==> src/rtl/pkt_frame_ctrl_if.sv <==
// Packet stream bus: upstream beat channel (in_*) and downstream beat channel (out_*).
// The framing controller takes the slave view; the traffic source/sink takes the master view.
interface pkt_frame_ctrl_if #(
  parameter int DW = 8
);
  logic          in_valid;
  logic          in_ready;
  logic          in_sop;
  logic          in_eop;
  logic [DW-1:0] in_data;
  logic          out_valid;
  logic          out_ready;
  logic          out_sop;
  logic          out_eop;
  logic          out_abort;
  logic [DW-1:0] out_data;

  modport slave (
    input  in_valid, in_sop, in_eop, in_data, out_ready,
    output in_ready, out_valid, out_sop, out_eop, out_abort, out_data
  );

  modport master (
    output in_valid, in_sop, in_eop, in_data, out_ready,
    input  in_ready, out_valid, out_sop, out_eop, out_abort, out_data
  );
endinterface

==> src/rtl/pkt_frame_ctrl.sv <==
// Packet framing controller: checks SOP/EOP ordering and packet length, forwards legal
// beats through one output register with backpressure, closes broken packets with an
// aborted EOP beat, drops stray beats, and counts framing violations.
module pkt_frame_ctrl #(
  parameter int DW      = 8,
  parameter int MIN_LEN = 2,
  parameter int MAX_LEN = 16,
  parameter int ECW     = 8
) (
  input  logic           clk,
  input  logic           rst,
  pkt_frame_ctrl_if.slave bus,
  output logic           packet_error,
  output logic [ECW-1:0] err_count,
  input  logic           err_clr
);

  localparam int LW = $clog2(MAX_LEN + 1);
  localparam logic [LW-1:0] LEN_MAX = LW'(MAX_LEN);
  localparam logic [LW-1:0] LEN_MIN = LW'(MIN_LEN);
  localparam logic [LW-1:0] LEN_SAT = LW'(MAX_LEN + 1);
  // A lone sop&eop beat is a short packet whenever packets need more than one beat.
  localparam bit SINGLE_ILLEGAL = (MIN_LEN > 1);

  typedef enum logic [1:0] {
    IDLE = 2'd0,
    BODY = 2'd1,
    DROP = 2'd2
  } state_t;

  state_t        state_reg, state_next;
  logic [LW-1:0] len_reg, len_next;
  logic [LW-1:0] len_inc;

  logic          accept;
  logic          fwd, fwd_sop, fwd_eop, fwd_abort, err;

  logic          out_valid_reg;
  logic          out_sop_reg, out_eop_reg, out_abort_reg;
  logic [DW-1:0] out_data_reg;
  logic          packet_error_reg;
  logic [ECW-1:0] err_count_reg;

  // A beat moves whenever the output register is empty or being drained this cycle.
  assign bus.in_ready  = !out_valid_reg | bus.out_ready;
  assign accept        = bus.in_valid & bus.in_ready;

  // Beat count including the current beat; saturates so it can never wrap.
  assign len_inc = (len_reg == LEN_SAT) ? len_reg : len_reg + 1'b1;

  // State and beat counter register.
  always_ff @(posedge clk or posedge rst) begin
    if (rst) begin
      state_reg <= IDLE;
      len_reg   <= '0;
    end else begin
      state_reg <= state_next;
      len_reg   <= len_next;
    end
  end

  // Framing decision for the accepted beat: forward/drop, flags, error, next state.
  always_comb begin
    state_next = state_reg;
    len_next   = len_reg;
    fwd        = 1'b0;
    fwd_sop    = 1'b0;
    fwd_eop    = 1'b0;
    fwd_abort  = 1'b0;
    err        = 1'b0;
    if (accept) begin
      case (state_reg)
        IDLE: begin
          if (bus.in_sop) begin
            fwd     = 1'b1;
            fwd_sop = 1'b1;
            if (bus.in_eop) begin
              fwd_eop = 1'b1;
              if (SINGLE_ILLEGAL) begin
                err       = 1'b1;
                fwd_abort = 1'b1;
              end
            end else begin
              len_next   = LW'(1);
              state_next = BODY;
            end
          end else begin
            // Beat outside any packet: discard it and everything up to its eop.
            err = 1'b1;
            if (!bus.in_eop) state_next = DROP;
          end
        end
        BODY: begin
          fwd = 1'b1;
          if (bus.in_sop || (len_inc > LEN_MAX)) begin
            // New sop or overlong packet: close the current packet as aborted.
            err        = 1'b1;
            fwd_eop    = 1'b1;
            fwd_abort  = 1'b1;
            len_next   = '0;
            state_next = bus.in_eop ? IDLE : DROP;
          end else if (bus.in_eop) begin
            fwd_eop    = 1'b1;
            len_next   = '0;
            state_next = IDLE;
            if (len_inc < LEN_MIN) begin
              err       = 1'b1;
              fwd_abort = 1'b1;
            end
          end else begin
            len_next = len_inc;
          end
        end
        DROP: begin
          if (bus.in_eop) state_next = IDLE;
        end
        default: begin
          state_next = IDLE;
          len_next   = '0;
        end
      endcase
    end
  end

  // Output stage: load on a forwarded beat, clear valid once drained, otherwise hold.
  always_ff @(posedge clk or posedge rst) begin
    if (rst) begin
      out_valid_reg <= 1'b0;
      out_sop_reg   <= 1'b0;
      out_eop_reg   <= 1'b0;
      out_abort_reg <= 1'b0;
      out_data_reg  <= '0;
    end else if (fwd) begin
      out_valid_reg <= 1'b1;
      out_sop_reg   <= fwd_sop;
      out_eop_reg   <= fwd_eop;
      out_abort_reg <= fwd_abort;
      out_data_reg  <= bus.in_data;
    end else if (bus.out_ready) begin
      out_valid_reg <= 1'b0;
    end
  end

  // Error pulse and saturating error counter; clear beats a same-cycle increment.
  always_ff @(posedge clk or posedge rst) begin
    if (rst) begin
      packet_error_reg <= 1'b0;
      err_count_reg    <= '0;
    end else begin
      packet_error_reg <= err;
      if (err_clr)
        err_count_reg <= '0;
      else if (err && (err_count_reg != {ECW{1'b1}}))
        err_count_reg <= err_count_reg + 1'b1;
    end
  end

  assign bus.out_valid = out_valid_reg;
  assign bus.out_sop   = out_sop_reg;
  assign bus.out_eop   = out_eop_reg;
  assign bus.out_abort = out_abort_reg;
  assign bus.out_data  = out_data_reg;
  assign packet_error  = packet_error_reg;
  assign err_count     = err_count_reg;

endmodule

==> src/flat_wrapper.sv <==
// flat-port wrapper written by rule: the top's interface ports become plain ports
module pkt_frame_ctrl_flat 
#(
  parameter int DW      = 8,
  parameter int MIN_LEN = 2,
  parameter int MAX_LEN = 16,
  parameter int ECW     = 8
)
  (clk, rst, packet_error, err_count, err_clr, bus_in_valid, bus_in_sop, bus_in_eop, bus_in_data, bus_out_ready, bus_in_ready, bus_out_valid, bus_out_sop, bus_out_eop, bus_out_abort, bus_out_data);
  pkt_frame_ctrl_if #(.DW(DW)) bus_i ();
  input  logic clk;
  input  logic rst;
  output logic packet_error;
  output logic [ECW-1:0] err_count;
  input  logic err_clr;
  input wire logic [$bits(bus_i.in_valid)-1:0] bus_in_valid;
  input wire logic [$bits(bus_i.in_sop)-1:0] bus_in_sop;
  input wire logic [$bits(bus_i.in_eop)-1:0] bus_in_eop;
  input wire logic [$bits(bus_i.in_data)-1:0] bus_in_data;
  input wire logic [$bits(bus_i.out_ready)-1:0] bus_out_ready;
  output wire logic [$bits(bus_i.in_ready)-1:0] bus_in_ready;
  output wire logic [$bits(bus_i.out_valid)-1:0] bus_out_valid;
  output wire logic [$bits(bus_i.out_sop)-1:0] bus_out_sop;
  output wire logic [$bits(bus_i.out_eop)-1:0] bus_out_eop;
  output wire logic [$bits(bus_i.out_abort)-1:0] bus_out_abort;
  output wire logic [$bits(bus_i.out_data)-1:0] bus_out_data;
  assign bus_i.in_valid = bus_in_valid;
  assign bus_i.in_sop = bus_in_sop;
  assign bus_i.in_eop = bus_in_eop;
  assign bus_i.in_data = bus_in_data;
  assign bus_i.out_ready = bus_out_ready;
  assign bus_in_ready = bus_i.in_ready;
  assign bus_out_valid = bus_i.out_valid;
  assign bus_out_sop = bus_i.out_sop;
  assign bus_out_eop = bus_i.out_eop;
  assign bus_out_abort = bus_i.out_abort;
  assign bus_out_data = bus_i.out_data;
  pkt_frame_ctrl #(.DW(DW), .MIN_LEN(MIN_LEN), .MAX_LEN(MAX_LEN), .ECW(ECW)) u_core (.clk(clk), .rst(rst), .bus(bus_i), .packet_error(packet_error), .err_count(err_count), .err_clr(err_clr));
endmodule
==> config.mk <==
export PLATFORM = sky130hd
export DESIGN_NAME = pkt_frame_ctrl_flat
export DESIGN_NICKNAME = d
export VERILOG_FILES = /design/src/rtl/pkt_frame_ctrl_if.sv /design/src/rtl/pkt_frame_ctrl.sv /design/src/flat_wrapper.sv
export SDC_FILE = /design/constraint.sdc
export NUM_CORES = 1
export LEC_CHECK = 0
export BUFFER_PORTS_ARGS = -buffer_cell sky130_fd_sc_hd__buf_2
export CORE_MARGIN = 5
export CORE_UTILIZATION = 25
export DETAILED_ROUTE_END_ITERATION = 8
export HOLD_SLACK_MARGIN = 0.03
export MAX_ROUTING_LAYER = met4
export REMOVE_ABC_BUFFERS = 1
export SKIP_LAST_GASP = 1
export SYNTH_ARGS = -nofsm -noshare
export SYNTH_HDL_FRONTEND = slang
export SYNTH_SLANG_ARGS = --single-unit
==> constraint.sdc <==
create_clock -name clk -period 7.9 [get_ports clk]
set_input_delay 0 -clock clk [delete_from_list [all_inputs] [get_ports clk]]
set_output_delay 0 -clock clk [all_outputs]
set_load 0.01 [all_outputs]
Word-level counts from Yosys, hierarchy flattened:

Index checks and enable logic that the tools add are counted.

* register bits after elaboration: 28
* bits of input ports: 15
* logic and storage cells: 65

* $add $sub $neg: 2
* $lt $le $gt $ge: 2
* equal/unequal tests: 6
* multiplexer cells: 35
* bitwise gates (word level): 3
* reductions and logical operators: 8

Operator list (number)
* $mux 5: 5
* $mux 1: 16
* $mux 8: 2
* $pmux 5 s3: 1
* $mux 2: 6
* $add 8x1->8 const B: 1
* $ne 8x8->1 const B: 1
* $pmux 1 s2: 4
* $pmux 2 s3: 1
* $add 5x1->5 const B: 1
* $eq 5x5->1 const B: 1
* $gt 5x5->1 const B: 1
* $lt 5x2->1 const B: 1
* $ne 2x2->1 const B: 2
* $reduce_and 4->1: 1
* $reduce_bool 2->1: 2
* $eq 2x1->1 const B: 1
* $eq 2x2->1 const B: 1
* $logic_not 2->1: 1
* $reduce_and 2->1: 1
* $and 1x1->1: 1
* $logic_and 1x1->1: 1
* $logic_not 1->1: 1
* $logic_or 1x1->1: 1
* other kinds (2): 2

Logic depth before layout (Yosys ltp):

* depth in word-level cells: 11
* gate-level depth with buffers: 10
* mapped depth without buffers: 8

Worst setup path after synthesis:

No wires, ideal clock.

* path kind: register to register
* from: register u_core.len_reg[0]
* to: register u_core.err_count_reg[6], in the netlist u_core.err_count[6]
* arrival time: 2.460 ns
* slack: 5.346 ns
* cell stages (with the launch flop): 9
* path buffers: 1
* period minus slack after synthesis: 2.554 ns
* cells stage by stage: dfrtp_1 -> ha_1 -> and4bb_1 -> buf_6 -> mux2i_1 -> or4_4 -> o311a_4 -> or4_1 -> a211oi_1

* cells in the longest elaborated chain, start to end: 10
* elaborated cells on any way between the ends: 13

RTL lines
* from (decl): RTL line pkt_frame_ctrl.sv:32 `logic [LW-1:0] len_reg, len_next;`
* from (signal assigned): RTL line pkt_frame_ctrl.sv:58 `len_reg <= len_next;`
* $add 5x1->5 or $eq 5x5->1 (tied branches): RTL line pkt_frame_ctrl.sv:49 `assign len_inc = (len_reg == LEN_SAT) ? len_reg : len_reg + 1'b1;`
* $mux 5 *: RTL line pkt_frame_ctrl.sv:49
* $lt 5x2->1: RTL line pkt_frame_ctrl.sv:106 `if (len_inc < LEN_MIN) begin`
* $mux 1: RTL line pkt_frame_ctrl.sv:106
* $mux 1: RTL line pkt_frame_ctrl.sv:102 `end else if (bus.in_eop) begin`
* $mux 1 *: RTL line pkt_frame_ctrl.sv:95 `if (bus.in_sop || (len_inc > LEN_MAX)) begin`
* $pmux 1 s2 *: RTL line pkt_frame_ctrl.sv:72 `case (state_reg)`
* $mux 1 *: RTL line pkt_frame_ctrl.sv:71 `if (accept) begin`
* $logic_and 1x1->1 *: RTL line pkt_frame_ctrl.sv:153 `else if (err && (err_count_reg != {ECW{1'b1}}))`
* $reduce_bool 2->1 (no line) *
* to (signal assigned): RTL line pkt_frame_ctrl.sv:154 `err_count_reg <= err_count_reg + 1'b1;`
* to (decl): RTL line pkt_frame_ctrl.sv:42 `logic [ECW-1:0] err_count_reg;`

Every way passes the cells marked *; elsewhere a longest branch is shown, timed or not.
A chain may end at the register's enable or synchronous reset.

Final worst setup path:

Same ends and word-level chain as after synthesis.

==> out/results.md <==
- 28.3% — Area Growth Syn to Fin
- 271 — number of placed instances with taps included
- flip-flop — endpoint class of the critical path
- 45.7% — power share of the sequential group
- 25.4% — effective utilization at floorplan
- 0 — # setup viols final
- 286 — non-filler instance count after layout
- 0 — total number of yosys warnings
- 0.00128 ns — worst-case clock skew
- 36 — number of input and output port buffers inserted
- 35.2% — share of total power in combinational logic
- 0 — max_cap viols
- 463 uW — sum of internal, switching and leakage power
- 0 ns — TNS Setup
- 0 — remaining number of nets flagged by the antenna check after routing
- 5850 sq um — Core Footprint
- 3 — cts bufs inserted
- 10.3% — total routing usage reported by global routing
- 16 — crit path max fanout
- 165 — number of instances in the synthesized netlist
- clkbuf_8 — root buf cell
- 4.76 — via density per instance
- 5.08 ns — worst slack at placement
- 5.07 ns — reg-to-reg setup timing slack
- 21.8% — share of layout cells above drive strength 1
- 1337 — vias in the first global route
- 19.0% — clock network fraction of total power
- 1361 — routed via count
- 616 — number of fill cells in the layout
- 2.35% — xor and xnor area share after synthesis
- 60 — Detailed Route Iter0 Violations
- no — RSZ-0062 raised after global routing
- 16.6% — compound-cell area share of the yosys netlist
- 87.1 um — x dimension of the die
- 1 — CTS H-tree lvls
- 35.8% — final worst-path cycle share
- 26.7% — Post-Synth Simple-Gate Area
- 47.1% — proportion of synthesized chip area in sequential cells
- built — CTS tree
- 243 nW/um^2 — Cell Pwr Density
- 292 uW — Internal Pwr Total
- input pin to flip-flop — min-delay worst type
- 6280 um — first-pass GRT wire length
- 0 — Congestion Overflow GR
- 1.43% — portion of netlist area occupied by mux cells
- 1910 sq um — design area
- 47.1% — share of Yosys cell area claimed by the top area cell type
- 29 — largest net degree at the start of global routing
- 0 — number of pins with negative max-slew slack in the final report
- 0.353 GHz — FMAX
- 4 — drt first pass iters
- 9.02 sq um — Synth Area per Inst
- flip-flop to flip-flop — Setup Crit Path Kind
- 5.07 ns — post-route setup slack
- 1490 sq um — post-synthesis instance area
- 0 — count of unresolved DRC violations after routing
- 37.0% — fraction of power spent switching nets
- 172 uW — net switching component of the power
- 2.52% — adder and majority gate portion of the synthesized area
- dfrtp_1 — top flip-flop cell by instance count after synthesis
- simple AND/OR/NAND/NOR gates — main combinational cell family by area after synthesis
- flip-flop — sort of element at the start of the critical path
- 3600 um — Post-Route WL
- 28 — # clock sinks
- dfrtp_1 — cell type contributing the most total cell area after synthesis
- 114 uV — worst-case vdd ir drop
- 0.09 ns — clock transition at the register clock pins on the worst setup and hold paths after CTS
- 7590 sq um — Die Footprint
- 0 — final hold violation count
- 0.000872 uW — leak pwr
- 0 — post-CTS setup buffers
- 1740 sq um — Placement Cell Area
- 100% — FFs w/ async S/R, synth
- 3.02 ns — WP data arrival
- 37 — number of I/O pins
- 58.4% — Slew HR
- 0 — diode count
- 2 — Clock Path Buffers
- 2.83 ns — crit path time final
- 28 — Seq cells post-synth
- dfrtp_1 47%, nand2_1 8.3%, a21oi_1 4.4%, nor2_1 3.3%, o21ai_0 2.7% — largest cells by area after synthesis
- 39 — library cells used by synthesis
- 0 — Post-synth EDFFs
- 12.6 um — DR WL/cell
- 0.622 ns — Least-Margin Pin Slew
- 230 — net count of the finished layout
- 28 — Cell Rows
- 87.1 um — Die Span Y
- 2620 um — post-detailed-placement half-perimeter wirelength
- 0 — antenna violations before repair
- 0.832 — weighted congestion reported at the end of routability-driven placement
- finished clean — outcome
- 8.09 ns — required time worst endpoint
- 0.27 ns — clock latency on the worst-skew pair
[cell usage in the layout (no fill, tap or decap), drive strengths merged]
master and n:
a22o 2, o22a 1, o21ai 8, buf 38, o22ai 2, nor3 2, nor2b 3, mux2 1
xnor2 4, inv 4, or3b 1, or4 5, nand3 5, nor2 13, nand2 33, nor4 2
or3 3, nand4b 1, nand4 1, a211oi 2, o21bai 3, o311a 1, nor4b 1, a31oi 1
or2 1, clkbuf 4, nand2b 3, ha 3, nor3b 1, and4bb 1, dlygate4sd3 11, a21oi 13
nand3b 2, dfrtp 28, o211ai 1, mux2i 1, and3 1, o31ai 4
[cell type report]
type                            instances  area (sq um)  share of cell area [%]
Clock buffer                            4          55.1                    2.89
Sequential cell                        28           701                    36.7
Multi-Input combinational cell        126           738                    38.7
Timing Repair Buffer                   49           305                    16.0
Inverter                                4          15.0                   0.787
Tap cell                               75          93.8                    4.92
[final timing paths]
kind / startpoint / end / cells past startpoint
max in group asynchronous: rst / u_core.len_reg[0]$_DFFE_PP0P_ / 4
setup reg to reg: u_core.len_reg[0]$_DFFE_PP0P_ / u_core.err_count[6]$_DFFE_PP0P_ / 7
hold reg to reg: u_core.bus.out_data[1]$_DFFE_PP0P_ / u_core.bus.out_data[1]$_DFFE_PP0P_ / 2
hold / removal: bus_in_eop / u_core.len_reg[1]$_DFFE_PP0P_ / 3
setup / recovery: u_core.len_reg[0]$_DFFE_PP0P_ / u_core.err_count[6]$_DFFE_PP0P_ / 7
min in group asynchronous: rst / u_core.bus.out_sop$_DFFE_PP0P_ / 4
[cells by family after synthesis]
kind of cell | after synthesis
flip-flops | 28
multiplexers | 2
AO/OA/AOI/OAI | 38
XOR/XNOR | 4
buffers and inverters | 11
adder cells (fa/ha/maj) | 3
AND/OR/NAND/NOR | 79
[per-stage QoR]
stage	util, %	hold slack (ns)
final	32.6	0.0950
after global routing	32.6	0.143
after CTS	32.6	0.0871
after detailed placement	29.8	0.0870
after global placement	29.8	0.0899
after floorplan	-	0.0631
[power groups by stage]
stage	clock network, uW	logic (uW)	registers [uW]
2_1_floorplan	0	84.9	224
3_5_place_dp	0	161	214
6_report	88.3	163	212
5_1_grt	97.3	186	217
4_1_cts	92.1	166	211
3_3_place_gp	0	159	212
[synth_stat cells, types with 2 or more instances]
| cell type | n |
|---|---|
| nand2_1 | 33 |
| nor2_1 | 13 |
| nand3b_1 | 2 |
| a22o_1 | 2 |
| o22ai_1 | 2 |
| clkbuf_1 | 5 |
| nand3_1 | 5 |
| nor4_1 | 2 |
| a211oi_1 | 2 |
| o21ai_0 | 8 |
| o21bai_1 | 3 |
| a21oi_1 | 13 |
| nor3_1 | 2 |
| o31ai_1 | 4 |
| inv_1 | 4 |
| or3_1 | 3 |
| nor2b_1 | 3 |
| or4_1 | 4 |
| nand2b_1 | 3 |
| ha_1 | 3 |
| xnor2_1 | 4 |
| dfrtp_1 | 28 |
[critical path, stage by stage (launching register included)]
cell and delay [ns]:
dfrtp_1 0.53, ha_1 0.19, and4bb_1 0.37, mux2i_1 0.17, or4_4 0.55, o311a_4 0.19
or4_1 0.51, a211oi_1 0.24
[routing by layer]
layer | GRT usage (%) | wire (um) | share of wire, %
met1 | 13.9 | 1750 | 49
met2 | 16.4 | 1700 | 47
met3 | 1.61 | 131 | 3.6
met4 | 1.81 | 21 | 0.58
met5 | - | 0 | 0
[timing repair]
action / in CTS / in global routing
hold buffers: 11 / 0
resized for setup: 0 / 0
endpoints found under the hold margin: 44 / 0
Note: power is estimated with default switching activity, not from simulation.
